$ cat src/rtl/axi_lite_regif_if.sv
// axi_lite_regif_if: AXI4-Lite bus bundle between an interconnect master and a register slave
interface axi_lite_regif_if #(
    parameter int ADDR_WIDTH = 8,
    parameter int DATA_WIDTH = 32
);
    logic                    AWVALID;
    logic                    AWREADY;
    logic [ADDR_WIDTH-1:0]   AWADDR;
    logic                    WVALID;
    logic                    WREADY;
    logic [DATA_WIDTH-1:0]   WDATA;
    logic [DATA_WIDTH/8-1:0] WSTRB;
    logic                    BVALID;
    logic                    BREADY;
    logic [1:0]              BRESP;
    logic                    ARVALID;
    logic                    ARREADY;
    logic [ADDR_WIDTH-1:0]   ARADDR;
    logic                    RVALID;
    logic                    RREADY;
    logic [DATA_WIDTH-1:0]   RDATA;
    logic [1:0]              RRESP;

    modport master (
        output AWVALID, AWADDR, WVALID, WDATA, WSTRB, BREADY, ARVALID, ARADDR, RREADY,
        input  AWREADY, WREADY, BVALID, BRESP, ARREADY, RVALID, RDATA, RRESP
    );

    modport slave (
        input  AWVALID, AWADDR, WVALID, WDATA, WSTRB, BREADY, ARVALID, ARADDR, RREADY,
        output AWREADY, WREADY, BVALID, BRESP, ARREADY, RVALID, RDATA, RRESP
    );
endinterface

$ cat src/rtl/axi_lite_regif.sv
// axi_lite_regif: AXI4-Lite slave turning bus transactions into single-beat register-file strobes
module axi_lite_regif #(
    parameter int ADDR_WIDTH = 8,
    parameter int DATA_WIDTH = 32,
    parameter int NUM_REGS   = 8,
    parameter int RD_TIMEOUT = 15,
    localparam int IW = (NUM_REGS > 1) ? $clog2(NUM_REGS) : 1,
    localparam int SW = DATA_WIDTH / 8
) (
    input  logic                  ACLK,
    input  logic                  ARESET,
    axi_lite_regif_if.slave       bus,
    output logic                  wr_en,
    output logic [IW-1:0]         wr_idx,
    output logic [DATA_WIDTH-1:0] wr_data,
    output logic [SW-1:0]         wr_strb,
    output logic                  rd_en,
    output logic [IW-1:0]         rd_idx,
    input  logic [DATA_WIDTH-1:0] rd_data,
    input  logic                  rd_valid
);
    localparam int OFF = $clog2(SW);
    localparam int XW  = ADDR_WIDTH - OFF;

    localparam logic [1:0] OKAY   = 2'b00;
    localparam logic [1:0] SLVERR = 2'b10;

    localparam logic [1:0] R_IDLE = 2'd0;
    localparam logic [1:0] R_WAIT = 2'd1;
    localparam logic [1:0] R_RESP = 2'd2;

    function automatic logic in_range(input logic [XW-1:0] x);
        return 32'(x) < NUM_REGS;
    endfunction

    function automatic logic [IW-1:0] idx_of(input logic [XW-1:0] x);
        return IW'(x);
    endfunction

    logic                  aw_held;
    logic                  w_held;
    logic                  bvalid;
    logic [1:0]            bresp;
    logic [XW-1:0]         awidx_q;
    logic [DATA_WIDTH-1:0] wdata_q;
    logic [SW-1:0]         wstrb_q;
    logic                  aw_hs;
    logic                  w_hs;
    logic                  wr_fire;
    logic [XW-1:0]         widx;
    logic [DATA_WIDTH-1:0] wdata;
    logic [SW-1:0]         wstrb;

    logic [1:0]            rstate;
    logic [XW-1:0]         aridx_q;
    logic [7:0]            cnt;
    logic [DATA_WIDTH-1:0] rdata;
    logic [1:0]            rresp;

    assign bus.AWREADY = !aw_held && !bvalid;
    assign bus.WREADY  = !w_held && !bvalid;
    assign bus.BVALID  = bvalid;
    assign bus.BRESP   = bresp;
    assign bus.ARREADY = rstate == R_IDLE;
    assign bus.RVALID  = rstate == R_RESP;
    assign bus.RDATA   = rdata;
    assign bus.RRESP   = rresp;
    assign rd_idx      = idx_of(aridx_q);

    // Write merge: take each field from its holding register once captured, else straight off the bus
    always_comb begin
        aw_hs   = bus.AWVALID && bus.AWREADY;
        w_hs    = bus.WVALID && bus.WREADY;
        widx    = aw_held ? awidx_q : bus.AWADDR[ADDR_WIDTH-1:OFF];
        wdata   = w_held ? wdata_q : bus.WDATA;
        wstrb   = w_held ? wstrb_q : bus.WSTRB;
        wr_fire = (aw_held || aw_hs) && (w_held || w_hs) && !bvalid;
    end

    // Write path: independent AW/W capture, one strobe plus response once both halves are in
    always_ff @(posedge ACLK) begin
        if (ARESET) begin
            aw_held <= 1'b0;
            w_held  <= 1'b0;
            awidx_q <= '0;
            wdata_q <= '0;
            wstrb_q <= '0;
            bvalid  <= 1'b0;
            bresp   <= OKAY;
            wr_en   <= 1'b0;
            wr_idx  <= '0;
            wr_data <= '0;
            wr_strb <= '0;
        end else begin
            wr_en <= 1'b0;
            if (aw_hs) begin
                aw_held <= 1'b1;
                awidx_q <= bus.AWADDR[ADDR_WIDTH-1:OFF];
            end
            if (w_hs) begin
                w_held  <= 1'b1;
                wdata_q <= bus.WDATA;
                wstrb_q <= bus.WSTRB;
            end
            if (wr_fire) begin
                bvalid  <= 1'b1;
                bresp   <= in_range(widx) ? OKAY : SLVERR;
                wr_en   <= in_range(widx);
                wr_idx  <= idx_of(widx);
                wr_data <= wdata;
                wr_strb <= wstrb;
            end
            if (bvalid && bus.BREADY) begin
                bvalid  <= 1'b0;
                aw_held <= 1'b0;
                w_held  <= 1'b0;
            end
        end
    end

    // Read path: request strobe, bounded wait for the register file, then hold the response
    always_ff @(posedge ACLK) begin
        if (ARESET) begin
            rstate  <= R_IDLE;
            aridx_q <= '0;
            cnt     <= '0;
            rdata   <= '0;
            rresp   <= OKAY;
            rd_en   <= 1'b0;
        end else begin
            rd_en <= 1'b0;
            case (rstate)
                R_IDLE: if (bus.ARVALID) begin
                    aridx_q <= bus.ARADDR[ADDR_WIDTH-1:OFF];
                    cnt     <= '0;
                    if (in_range(bus.ARADDR[ADDR_WIDTH-1:OFF])) begin
                        rd_en  <= 1'b1;
                        rstate <= R_WAIT;
                    end else begin
                        rdata  <= '0;
                        rresp  <= SLVERR;
                        rstate <= R_RESP;
                    end
                end
                R_WAIT: if (rd_valid) begin
                    rdata  <= rd_data;
                    rresp  <= OKAY;
                    rstate <= R_RESP;
                end else if (cnt + 8'd1 == 8'(RD_TIMEOUT)) begin
                    rdata  <= '0;
                    rresp  <= SLVERR;
                    rstate <= R_RESP;
                end else begin
                    cnt <= cnt + 8'd1;
                end
                R_RESP: if (bus.RREADY) rstate <= R_IDLE;
                default: rstate <= R_IDLE;
            endcase
        end
    end
endmodule

$ cat src/flat_wrapper.sv
// flat-port wrapper written by rule: the top's interface ports become plain ports
module axi_lite_regif_flat 
#(
    parameter int ADDR_WIDTH = 8,
    parameter int DATA_WIDTH = 32,
    parameter int NUM_REGS   = 8,
    parameter int RD_TIMEOUT = 15,
    localparam int IW = (NUM_REGS > 1) ? $clog2(NUM_REGS) : 1,
    localparam int SW = DATA_WIDTH / 8
)
  (ACLK, ARESET, wr_en, wr_idx, wr_data, wr_strb, rd_en, rd_idx, rd_data, rd_valid, bus_AWVALID, bus_AWADDR, bus_WVALID, bus_WDATA, bus_WSTRB, bus_BREADY, bus_ARVALID, bus_ARADDR, bus_RREADY, bus_AWREADY, bus_WREADY, bus_BVALID, bus_BRESP, bus_ARREADY, bus_RVALID, bus_RDATA, bus_RRESP);
  axi_lite_regif_if #(.ADDR_WIDTH(ADDR_WIDTH), .DATA_WIDTH(DATA_WIDTH)) bus_i ();
  input  logic ACLK;
  input  logic ARESET;
  output logic wr_en;
  output logic [IW-1:0] wr_idx;
  output logic [DATA_WIDTH-1:0] wr_data;
  output logic [SW-1:0] wr_strb;
  output logic rd_en;
  output logic [IW-1:0] rd_idx;
  input  logic [DATA_WIDTH-1:0] rd_data;
  input  logic rd_valid;
  input wire logic [$bits(bus_i.AWVALID)-1:0] bus_AWVALID;
  input wire logic [$bits(bus_i.AWADDR)-1:0] bus_AWADDR;
  input wire logic [$bits(bus_i.WVALID)-1:0] bus_WVALID;
  input wire logic [$bits(bus_i.WDATA)-1:0] bus_WDATA;
  input wire logic [$bits(bus_i.WSTRB)-1:0] bus_WSTRB;
  input wire logic [$bits(bus_i.BREADY)-1:0] bus_BREADY;
  input wire logic [$bits(bus_i.ARVALID)-1:0] bus_ARVALID;
  input wire logic [$bits(bus_i.ARADDR)-1:0] bus_ARADDR;
  input wire logic [$bits(bus_i.RREADY)-1:0] bus_RREADY;
  output wire logic [$bits(bus_i.AWREADY)-1:0] bus_AWREADY;
  output wire logic [$bits(bus_i.WREADY)-1:0] bus_WREADY;
  output wire logic [$bits(bus_i.BVALID)-1:0] bus_BVALID;
  output wire logic [$bits(bus_i.BRESP)-1:0] bus_BRESP;
  output wire logic [$bits(bus_i.ARREADY)-1:0] bus_ARREADY;
  output wire logic [$bits(bus_i.RVALID)-1:0] bus_RVALID;
  output wire logic [$bits(bus_i.RDATA)-1:0] bus_RDATA;
  output wire logic [$bits(bus_i.RRESP)-1:0] bus_RRESP;
  assign bus_i.AWVALID = bus_AWVALID;
  assign bus_i.AWADDR = bus_AWADDR;
  assign bus_i.WVALID = bus_WVALID;
  assign bus_i.WDATA = bus_WDATA;
  assign bus_i.WSTRB = bus_WSTRB;
  assign bus_i.BREADY = bus_BREADY;
  assign bus_i.ARVALID = bus_ARVALID;
  assign bus_i.ARADDR = bus_ARADDR;
  assign bus_i.RREADY = bus_RREADY;
  assign bus_AWREADY = bus_i.AWREADY;
  assign bus_WREADY = bus_i.WREADY;
  assign bus_BVALID = bus_i.BVALID;
  assign bus_BRESP = bus_i.BRESP;
  assign bus_ARREADY = bus_i.ARREADY;
  assign bus_RVALID = bus_i.RVALID;
  assign bus_RDATA = bus_i.RDATA;
  assign bus_RRESP = bus_i.RRESP;
  axi_lite_regif #(.ADDR_WIDTH(ADDR_WIDTH), .DATA_WIDTH(DATA_WIDTH), .NUM_REGS(NUM_REGS), .RD_TIMEOUT(RD_TIMEOUT)) u_core (.ACLK(ACLK), .ARESET(ARESET), .bus(bus_i), .wr_en(wr_en), .wr_idx(wr_idx), .wr_data(wr_data), .wr_strb(wr_strb), .rd_en(rd_en), .rd_idx(rd_idx), .rd_data(rd_data), .rd_valid(rd_valid));
endmodule
$ cat config.mk
export PLATFORM = sky130hd
export DESIGN_NAME = axi_lite_regif_flat
export DESIGN_NICKNAME = d
export VERILOG_FILES = /design/src/rtl/axi_lite_regif_if.sv /design/src/rtl/axi_lite_regif.sv /design/src/flat_wrapper.sv
export SDC_FILE = /design/constraint.sdc
export NUM_CORES = 1
export LEC_CHECK = 0
export BUFFER_PORTS_ARGS = -buffer_cell sky130_fd_sc_hd__buf_2
export CAP_MARGIN = 20
export CORE_AREA = 3 3 112 114
export DETAILED_ROUTE_END_ITERATION = 8
export DIE_AREA = 0 0 115 117
export GPL_TIMING_DRIVEN = 1
export PLACE_DENSITY = 0.76
export SYNTH_ARGS = -nofsm -noshare
export SYNTH_HDL_FRONTEND = slang
export SYNTH_SLANG_ARGS = --single-unit
$ cat constraint.sdc
create_clock -name ACLK -period 3.15 [get_ports ACLK]
set_clock_uncertainty 0.2 [all_clocks]
set_input_delay 0.945 -clock ACLK [delete_from_list [all_inputs] [get_ports ACLK]]
set_output_delay 0.945 -clock ACLK [all_outputs]
set_load 0.005 [all_outputs]
== Word-level counts from Yosys, hierarchy flattened ==
Cells that the tools add are included.
Widths: inputs -> output; s select.

* Bits of input ports: 92
* Output and inout bits: 85
* Register bits: 135
* Word-level logic and storage cells: 77

* Magnitude comparators: 2
* Bitwise logic cells: 3
* Reductions and logical operators: 21
* Add/subtract/negate cells: 1
* Multiplexer cells: 24
* Equality and inequality tests: 9

{| class="wikitable"
|+ Operator list
! cell !! count
|-
| $mux 32 || 5
|-
| $pmux 32 s2 || 1
|-
| $mux 8 || 3
|-
| $mux 2 || 9
|-
| $pmux 8 s2 || 1
|-
| $lt 6x4->1 const B || 2
|-
| $ne 2x2->1 const B || 5
|-
| $add 8x1->8 const B || 1
|-
| $eq 8x4->1 const B || 1
|-
| $reduce_and 4->1 || 2
|-
| $logic_and 1x1->1 || 7
|-
| $mux 6 || 1
|-
| $pmux 2 s3 || 1
|-
| $mux 4 || 1
|-
| $pmux 2 s2 || 1
|-
| $reduce_or 2->1 || 2
|-
| $logic_not 1->1 || 3
|-
| $ne 3x2->1 const B || 1
|-
| $not 1->1 || 3
|-
| $reduce_and 3->1 || 1
|-
| $reduce_or 3->1 || 1
|-
| $eq 2x1->1 const B || 1
|-
| $eq 2x2->1 const B || 1
|-
| $logic_not 2->1 || 1
|-
| 4 further kinds || 5
|}

== Logic depth before layout (Yosys ltp) ==
Gate-level depths: netlist (run 1).

* Depth in word-level cells: 8
* Depth in mapped cells: 8

== Worst setup path after synthesis (run 1) ==
Ideal clock, no wire load.

* Path kind: flip-flop to flip-flop
* From: reg u_core.cnt[1]
* To: reg u_core.rdata[0], in the netlist u_core.bus.RDATA[0]
* Stages on the path, launching flop included: 9
* Path buffers: 1
* Clock period less this slack: 2250 ps
* Arrival time: 1934 ps
* Path slack: 900 ps
* Required time: 2833 ps
* Cell sequence: dfxtp_1 -> ha_1 -> nand3_1 -> nor4b_1 -> a211oi_2 -> o21ai_4 -> a21oi_4 -> buf_6 -> a22o_1

* Word-level cells in the longest chain between the ends: 4

{| class="wikitable"
|+ Ends and longest elaborated chain
! what !! RTL line !! RTL
|-
| from (decl) || axi_lite_regif.sv:56 || <nowiki>logic [7:0] cnt;</nowiki>
|-
| from (signal assigned) || axi_lite_regif.sv:154 || <nowiki>cnt <= cnt + 8'd1;</nowiki>
|-
| $add 8x1->8 || axi_lite_regif.sv:149 || <nowiki>end else if (cnt + 8'd1 == 8'(RD_TIMEOUT)) begin</nowiki>
|-
| $eq 8x4->1 || axi_lite_regif.sv:149 ||
|-
| $ne 3x2->1 (no line) || - ||
|-
| $reduce_and 4->1 (no line) || - ||
|-
| to (signal assigned) || axi_lite_regif.sv:146 || <nowiki>rdata <= rd_data;</nowiki>
|-
| to (decl) || axi_lite_regif.sv:57 || <nowiki>logic [DATA_WIDTH-1:0] rdata;</nowiki>
|}

Every way passes these cells.
A chain may end at the register's enable or synchronous reset.

== Worst setup path in the final report (run 1) ==
* From: reg u_core.cnt[1]
* To: reg u_core.rdata[12], in the netlist u_core.bus.RDATA[12]

Same word-level chain as after synthesis.

==> results of run 1 <==
[power by group]
group | internal [mW] | total (mW) | switching, mW
clock network | 1.25 | 2.01 | 0.758
logic | 0.238 | 0.541 | 0.302
registers | 1.80 | 1.86 | 0.0641
total | 3.29 | 4.41 | 1.12
[area by class of cell]
type | instances | area (µm²)
Timing Repair Buffer | 178 | 938
Tap cell | 143 | 179
Inverter | 4 | 15.0
Clock buffer | 18 | 429
Fill cell | 1016 | 4760
Multi-Input combinational cell | 383 | 2360
Sequential cell | 133 | 2660
Clock inverter | 14 | 176
[final timing paths]
kind / end / cells after the start / slack (ns)
max reg2reg: u_core.bus.RDATA[12]$_SDFFE_PP0P_ / 7 / 0.31
min: u_core.wstrb_q[3]$_SDFFE_PP0P_ / 2 / 0.25
min reg2reg: u_core.wstrb_q[3]$_SDFFE_PP0P_ / 2 / 0.25
max: u_core.bus.RDATA[12]$_SDFFE_PP0P_ / 7 / 0.31
[worst max-delay path, cell delays in order (launching register included)]
cell and delay (ns):
dfxtp_1 0.48, ha_1 0.31, and3_4 0.23, nand3_2 0.10, a211oi_2 0.40, o21ai_4 0.15
a21oi_4 0.64, a22o_1 0.26
[registers in the layout (all words and copies together) (netlist names), 2 cells and up]
name and cells:
u_core.aridx_q 3, u_core.wstrb_q 4, u_core.wr_idx 3, u_core.wr_strb 4, u_core.wr_data 32, u_core.bus.RDATA 32, u_core.rstate 2, u_core.cnt 8
u_core.wdata_q 32, u_core.awidx_q 6
[per-layer routing]
layer	share of wire	global-route usage	vias up
met5	0	0	-
met4	0.011	0.0649	0
met3	0.067	0.0560	14
met2	0.48	0.325	152
met1	0.44	0.233	2133
li1	-	-	2302
[logic make-up (layout without fill, tap and decap cells)]
| family | count (synthesis) | after routing |
|---|---|---|
| adders and majority gates | 2 | 2 |
| AOI/OAI and AO/OA | 143 | 143 |
| muxes | 49 | 49 |
| and+or+nand+nor | 187 | 187 |
| DFF | 133 | 133 |
| buffers and inverters | 48 | 214 |
| other | 1 | 2 |
[cell usage after synthesis, types with 2 or more instances]
master and n:
nand2_1 83, o21ai_0 6, or4_1 2, a22o_1 32
and2_1 2, clkbuf_1 35, a211oi_1 41, mux2i_1 49
nand2b_1 4, inv_1 4, nor4_1 4, nand3_1 4
buf_6 3, ha_1 2, nor2b_1 2, dfxtp_1 133
buf_4 2, buf_2 3, a31oi_1 3, a21oi_1 50
nor3_1 7, nor2_1 67
[metrics by stage]
stage	setup WS (ns)	hold WS (ns)	total power, mW
floorplan	0.900	0.236	2.21
global placement	0.490	0.241	2.42
detailed placement	0.349	0.247	2.44
CTS	0.301	0.256	4.46
global route	0.113	0.270	4.61
finish	0.306	0.254	4.41
==> flow_metrics.py, run 1 <==
metrics = {
    "finish": {
        "final_common_cell": "buf_2",
        "nets": 811,
        "layout-drive-gt1-share": 0.310,
        "area_growth_syn_to_layout_pct": 29.5,
        "layout_common_cells": "169 x buf_2, 132 x dfxtp_1, 83 x nand2_1",
        "final_util": 0.587,
        "insertedDiodeCount": 0,
        "finalInstanceArea_um2": 6760,
        "stdcell_count": 873,
    },
    "placed_design": {
        "dpl_cell_area_um2": 6150,
        "placedCellCount": 841,
        "dp_hpwl_mm": 8.73,
        "port_buffers": 170,
        "gp_congestion": 0.826,
    },
    "clock_tree": {
        "clk_latency_ns": 0.40,
        "clk_pin_slew_ns": 0.06,
        "cts-root-buf": "clkbuf_16",
        "ctsHoldBuffers": 0,
        "clkSinkCount": 133,
        "cts_buffer_depth": 2,
        "htree_levels": 4,
        "post_cts_buffers": 0,
        "cts_buffers": 17,
        "cts_tree": "done",
        "cts_resized": 0,
    },
    "synth": {
        "ys.flop_type": "dfxtp_1",
        "synth_seq_area_share": 0.510,
        "synth_area_leader_cell": "dfxtp_1",
        "synth-seq-cells": 133,
        "synth.cell_area_um2": 5220,
        "synth_area_per_cell_um2": 9.27,
        "yosys.area_share.adder": 0.00479,
        "synthCells": 563,
        "netlist.area_leader.share": 0.510,
        "synth-xor-area-share": 0,
        "synth_compound_gate_area_share": 0.193,
        "synth_edf_count": 0,
        "synthMuxAreaShare": 0.0940,
        "netlist-cell-type-count": 47,
        "async_flop_share": 0,
        "synthTopCellsByArea": "dfxtp_1 51%, mux2i_1 9.4%, nand2_1 6.0%",
        "yosysWarnings": 0,
        "synthSimpleGateAreaFrac": 0.156,
        "synth_top_family_by_area": "compound AO/OA/AOI/OAI gates",
    },
    "power": {
        "leakage_nw": 2.94,
        "ir_worst_vdd_mv": 0.290,
        "p_per_area_nw_per_um2": 653,
    },
    "floorplan": {
        "chipHeight_um": 117,
        "rows": 39,
        "start_util": 0.453,
        "ios": 177,
        "core_um2": 11500,
        "die_area_um2": 13500,
        "dieWidth_um": 115,
    },
    "setup_path": {
        "critPathLaunchType": "register",
        "r2r-start": "u_core.cnt[1]$_SDFFE_PP0P_",
        "critical_path.endpoint_type": "register",
        "arrival_ns": 2.99,
        "critPathMaxFanout": 32,
        "crit_path_start": "u_core.cnt[1]$_SDFFE_PP0P_",
        "cp.required_ns": 3.29,
        "setup.worst_path.class": "register to register",
    },
    "global_routing": {
        "track_usage": 0.191,
        "overflow": 0,
        "antenna_found_initial": 0,
        "grt_pass1_vias": 4479,
        "grt_first_pass_wirelength_mm": 20.8,
        "grt_start_max_net_pins": 47,
    },
    "timing": {
        "rsz0062_at_grt": "no",
        "finalHoldViolCount": 0,
        "tns_ns": 0,
        "slew_viol_final": 0,
        "max_freq_ghz": 0.352,
        "fin_crit_ns": 2.84,
        "max_slew_margin": 0.490,
        "setup_viol_count_final": 0,
        "tightest_slew_ns": 0.763,
        "post-route-period-util": 0.903,
    },
    "worst_hold_path": {
        "min_path_type": "register to register",
        "min_from": "u_core.wstrb_q[3]$_SDFFE_PP0P_",
    },
    "drt": {
        "vias_per_cell": 5.27,
        "drt_first_iter_violations": 289,
        "wl_per_cell_um": 14.7,
        "dr.pass1.iters": 4,
        "final_antenna_net_count": 0,
        "num_vias": 4601,
        "route.detailed.drc": 0,
        "wl_mm": 12.8,
    },
    "run_status": {
        "status": "complete, no violations",
    },
    "job": {
        "maxCapViolations": 0,
    },
}
(Power assumes the default switching activity.)
==> run 2: changes to the inputs <==
--- a/config.mk
+++ b/config.mk
@@ -5,13 +5,14 @@
 export SDC_FILE = /design/constraint.sdc
 export NUM_CORES = 1
 export LEC_CHECK = 0
+export ABC_AREA = 1
 export BUFFER_PORTS_ARGS = -buffer_cell sky130_fd_sc_hd__buf_2
 export CAP_MARGIN = 20
-export CORE_AREA = 3 3 112 114
+export CORE_AREA = 3 3 113 115
 export DETAILED_ROUTE_END_ITERATION = 8
-export DIE_AREA = 0 0 115 117
+export DIE_AREA = 0 0 116 118
 export GPL_TIMING_DRIVEN = 1
-export PLACE_DENSITY = 0.76
+export PLACE_DENSITY = 0.75
 export SYNTH_ARGS = -nofsm -noshare
 export SYNTH_HDL_FRONTEND = slang
 export SYNTH_SLANG_ARGS = --single-unit
==> constraint.sdc (replaced) <==
create_clock -name ACLK -period 3.15 [get_ports ACLK]
set_clock_uncertainty 0.2 [all_clocks]
set_input_delay 0.315 -clock ACLK [delete_from_list [all_inputs] [get_ports ACLK]]
set_output_delay 0.315 -clock ACLK [all_outputs]
set_load 0.02 [all_outputs]
==> run 2 against run 1 <==
Clock power shrank 5%. Synthesized area grew 0.67%. First-iteration DRC count shrank 3.1%. Sequential cell count is the same. Critical endpoint is now u_core.wr_data[21]$_SDFFE_PP0N_. Largest cell class unchanged. Largest power group is now sequential cells.
==> flow_metrics.py, run 2 <==
metrics = {
    "clock_tree": {
        "cts-root-buf": "clkbuf_16",
        "cts_buffer_depth": 2,
        "clkSinkCount": 133,
        "clk_pin_slew_ns": 0.06,
        "htree_levels": 4,
        "cts_tree": "done",
        "clk_latency_ns": 0.41,
        "cts_buffers": 17,
    },
    "finish": {
        "fill_cells": 1015,
        "final_common_cell": "nand2_1",
        "regArea_um2": 2660,
        "area_growth_syn_to_layout_pct": 42.2,
        "layout-drive-gt1-share": 0.241,
        "final_util": 0.627,
        "multi_input_area_um2": 2260,
        "nets": 1029,
        "insertedDiodeCount": 0,
        "layout_common_cells": "178 x nand2_1, 170 x buf_2, 133 x dfxtp_1",
    },
    "timing": {
        "rsz0062_at_grt": "no",
        "setup_viol_count_final": 0,
        "post-route-period-util": 0.737,
        "max_freq_ghz": 0.431,
        "tightest_slew_ns": 0.902,
        "slew_viol_final": 0,
        "finalHoldViolCount": 0,
        "tns_ns": 0,
        "fin_crit_ns": 2.32,
        "max_slew_margin": 0.398,
    },
    "setup_path": {
        "rr_worst_depth": 9,
        "critPathMaxFanout": 79,
        "critPathLaunchType": "register",
        "r2r-end": "u_core.wr_data[21]$_SDFFE_PP0N_",
        "r2r-start": "u_core.aw_held$_SDFFE_PP0P_",
        "r2r_slack_ns": 0.83,
        "cp.required_ns": 3.27,
        "setup.worst_path.class": "register to register",
        "endpoint": "u_core.wr_data[21]$_SDFFE_PP0N_",
        "critical_path.endpoint_type": "register",
        "arrival_ns": 2.44,
        "crit_path_start": "u_core.aw_held$_SDFFE_PP0P_",
    },
    "power": {
        "leakage_nw": 3.35,
        "p_per_area_nw_per_um2": 673,
        "ir_worst_vdd_mv": 0.382,
    },
    "drt": {
        "final_antenna_net_count": 0,
        "dr.pass1.iters": 5,
        "num_vias": 5396,
        "wl_per_cell_um": 13.3,
        "drt_first_iter_violations": 280,
        "route.detailed.drc": 0,
        "vias_per_cell": 4.93,
        "wl_mm": 14.6,
    },
    "synth": {
        "yosysWarnings": 0,
        "synthCells": 702,
        "synth_area_per_cell_um2": 7.49,
        "synthTopCellsByArea": "dfxtp_1 51%, nand2_1 13%, nor2_1 8.7%",
        "synth_most_common_cell": "nand2_1",
        "netlist.area_leader.share": 0.507,
        "async_flop_share": 0,
        "synth-seq-cells": 133,
        "synth_edf_count": 0,
        "yosys-top-cells-count": "178 x nand2_1, 133 x dfxtp_1, 122 x nor2_1, 46 x o21ai_0",
        "netlist-cell-type-count": 32,
        "synth.cell_area_um2": 5260,
        "synth_area_leader_cell": "dfxtp_1",
        "ys.flop_type": "dfxtp_1",
        "synth_seq_area_share": 0.507,
    },
    "floorplan": {
        "ios": 177,
        "die_area_um2": 13700,
        "start_util": 0.441,
        "chipHeight_um": 118,
        "core_um2": 11900,
        "dieWidth_um": 116,
        "rows": 40,
    },
    "global_routing": {
        "track_usage": 0.218,
        "grt_start_max_net_pins": 80,
        "overflow": 0,
        "antenna_found_initial": 0,
        "grt_pass1_vias": 5162,
        "grt_first_pass_wirelength_mm": 24.1,
    },
    "run_status": {
        "status": "complete, no violations",
    },
    "worst_hold_path": {
        "min_path_type": "input pin to register",
    },
    "placed_design": {
        "port_buffers": 170,
        "dp_hpwl_mm": 8.72,
        "gp_congestion": 0.843,
    },
    "job": {
        "maxCapViolations": 0,
    },
}
## run 2: final cells by class
type / instances / share of cell area
sequential: 133 / 0.356
multi-input combinational: 502 / 0.302
tap: 147 / 0.0246
timing repair buffer: 257 / 0.228
clock inverter: 10 / 0.0141
inverter: 24 / 0.0127
clock buffer: 22 / 0.0621
## run 2: routing by layer
metal,part of all wire,GRT usage,up-vias
met3,0.061,0.0617,35
met4,0.028,0.0892,0
met2,0.49,0.365,190
met1,0.42,0.259,2404
li1,-,-,2767
met5,0,0,-
## run 2: worst min-delay path by stage
stage                                     start                                to  slack, ns  cells past startpoint
3_3_place_gp   u_core.bus.RRESP[1]$_SDFFE_PP0P_  u_core.bus.RRESP[1]$_SDFFE_PP0P_       0.25                      2
5_1_grt                              bus_BREADY       u_core.aw_held$_SDFFE_PP0P_       0.03                      4
3_5_place_dp   u_core.bus.RRESP[1]$_SDFFE_PP0P_  u_core.bus.RRESP[1]$_SDFFE_PP0P_       0.25                      2
2_1_floorplan    u_core.awidx_q[4]$_SDFFE_PP0P_    u_core.awidx_q[4]$_SDFFE_PP0P_       0.23                      2
6_report                               rd_valid  u_core.bus.RRESP[1]$_SDFFE_PP0P_       0.03                      4
4_1_cts                              bus_BREADY       u_core.aw_held$_SDFFE_PP0P_       0.02                      4
## run 2: cell families (layout without fill, tap and decap cells)
group | count (synthesis) | count (layout) | synth area share
xor gates and xnor gates | 1 | 1 | 0.00167
and+or+nand+nor | 333 | 333 | 0.253
other | 1 | 2 | 0.000714
buffers and inverters | 68 | 313 | 0.0648
DFF | 133 | 133 | 0.507
adders and majority gates | 2 | 2 | 0.00476
AOI/OAI and AO/OA | 164 | 164 | 0.168
## run 2: repair_timing
action | in CTS | in global routing
resized for setup | 0 | 0
buffers inserted | 0 | 0
hold endpoints to repair | 115 | 0
hold buffers | 80 | 0
## run 2: per-stage QoR
| stage | hold slack [ns] | power (mW) | cell area [µm²] | std cells | setup slack, ns |
|---|---|---|---|---|---|
| 4_1_cts | 0.0175 | 5.06 | 7470 | 1095 | 0.968 |
| 5_1_grt | 0.0305 | 5.28 | 7470 | 1095 | 0.635 |
| 3_5_place_dp | 0.247 | 3.08 | 6100 | 983 | 0.969 |
| 6_report | 0.0316 | 5.03 | 7470 | 1095 | 0.830 |
| 3_3_place_gp | 0.246 | 3.07 | 6100 | 983 | 1.00 |
| 2_1_floorplan | 0.230 | 2.79 | 5260 | 703 | 1.21 |
## run 2: power by group
part	total, mW	internal, mW	switching, mW
clock network	1.90	1.20	0.700
registers	2.04	1.91	0.125
logic	1.09	0.394	0.700
## run 2: worst max-delay path, cell delays in order, from the launching register on
cell and delay [ns]:
dfxtp_1 0.39, nor2_2 0.14, nand2_2 0.12, inv_2 0.12
nor2_1 0.07, nor2_2 0.10, nand2_2 0.08, inv_4 0.54
o21ai_1 0.16, a31oi_1 0.25
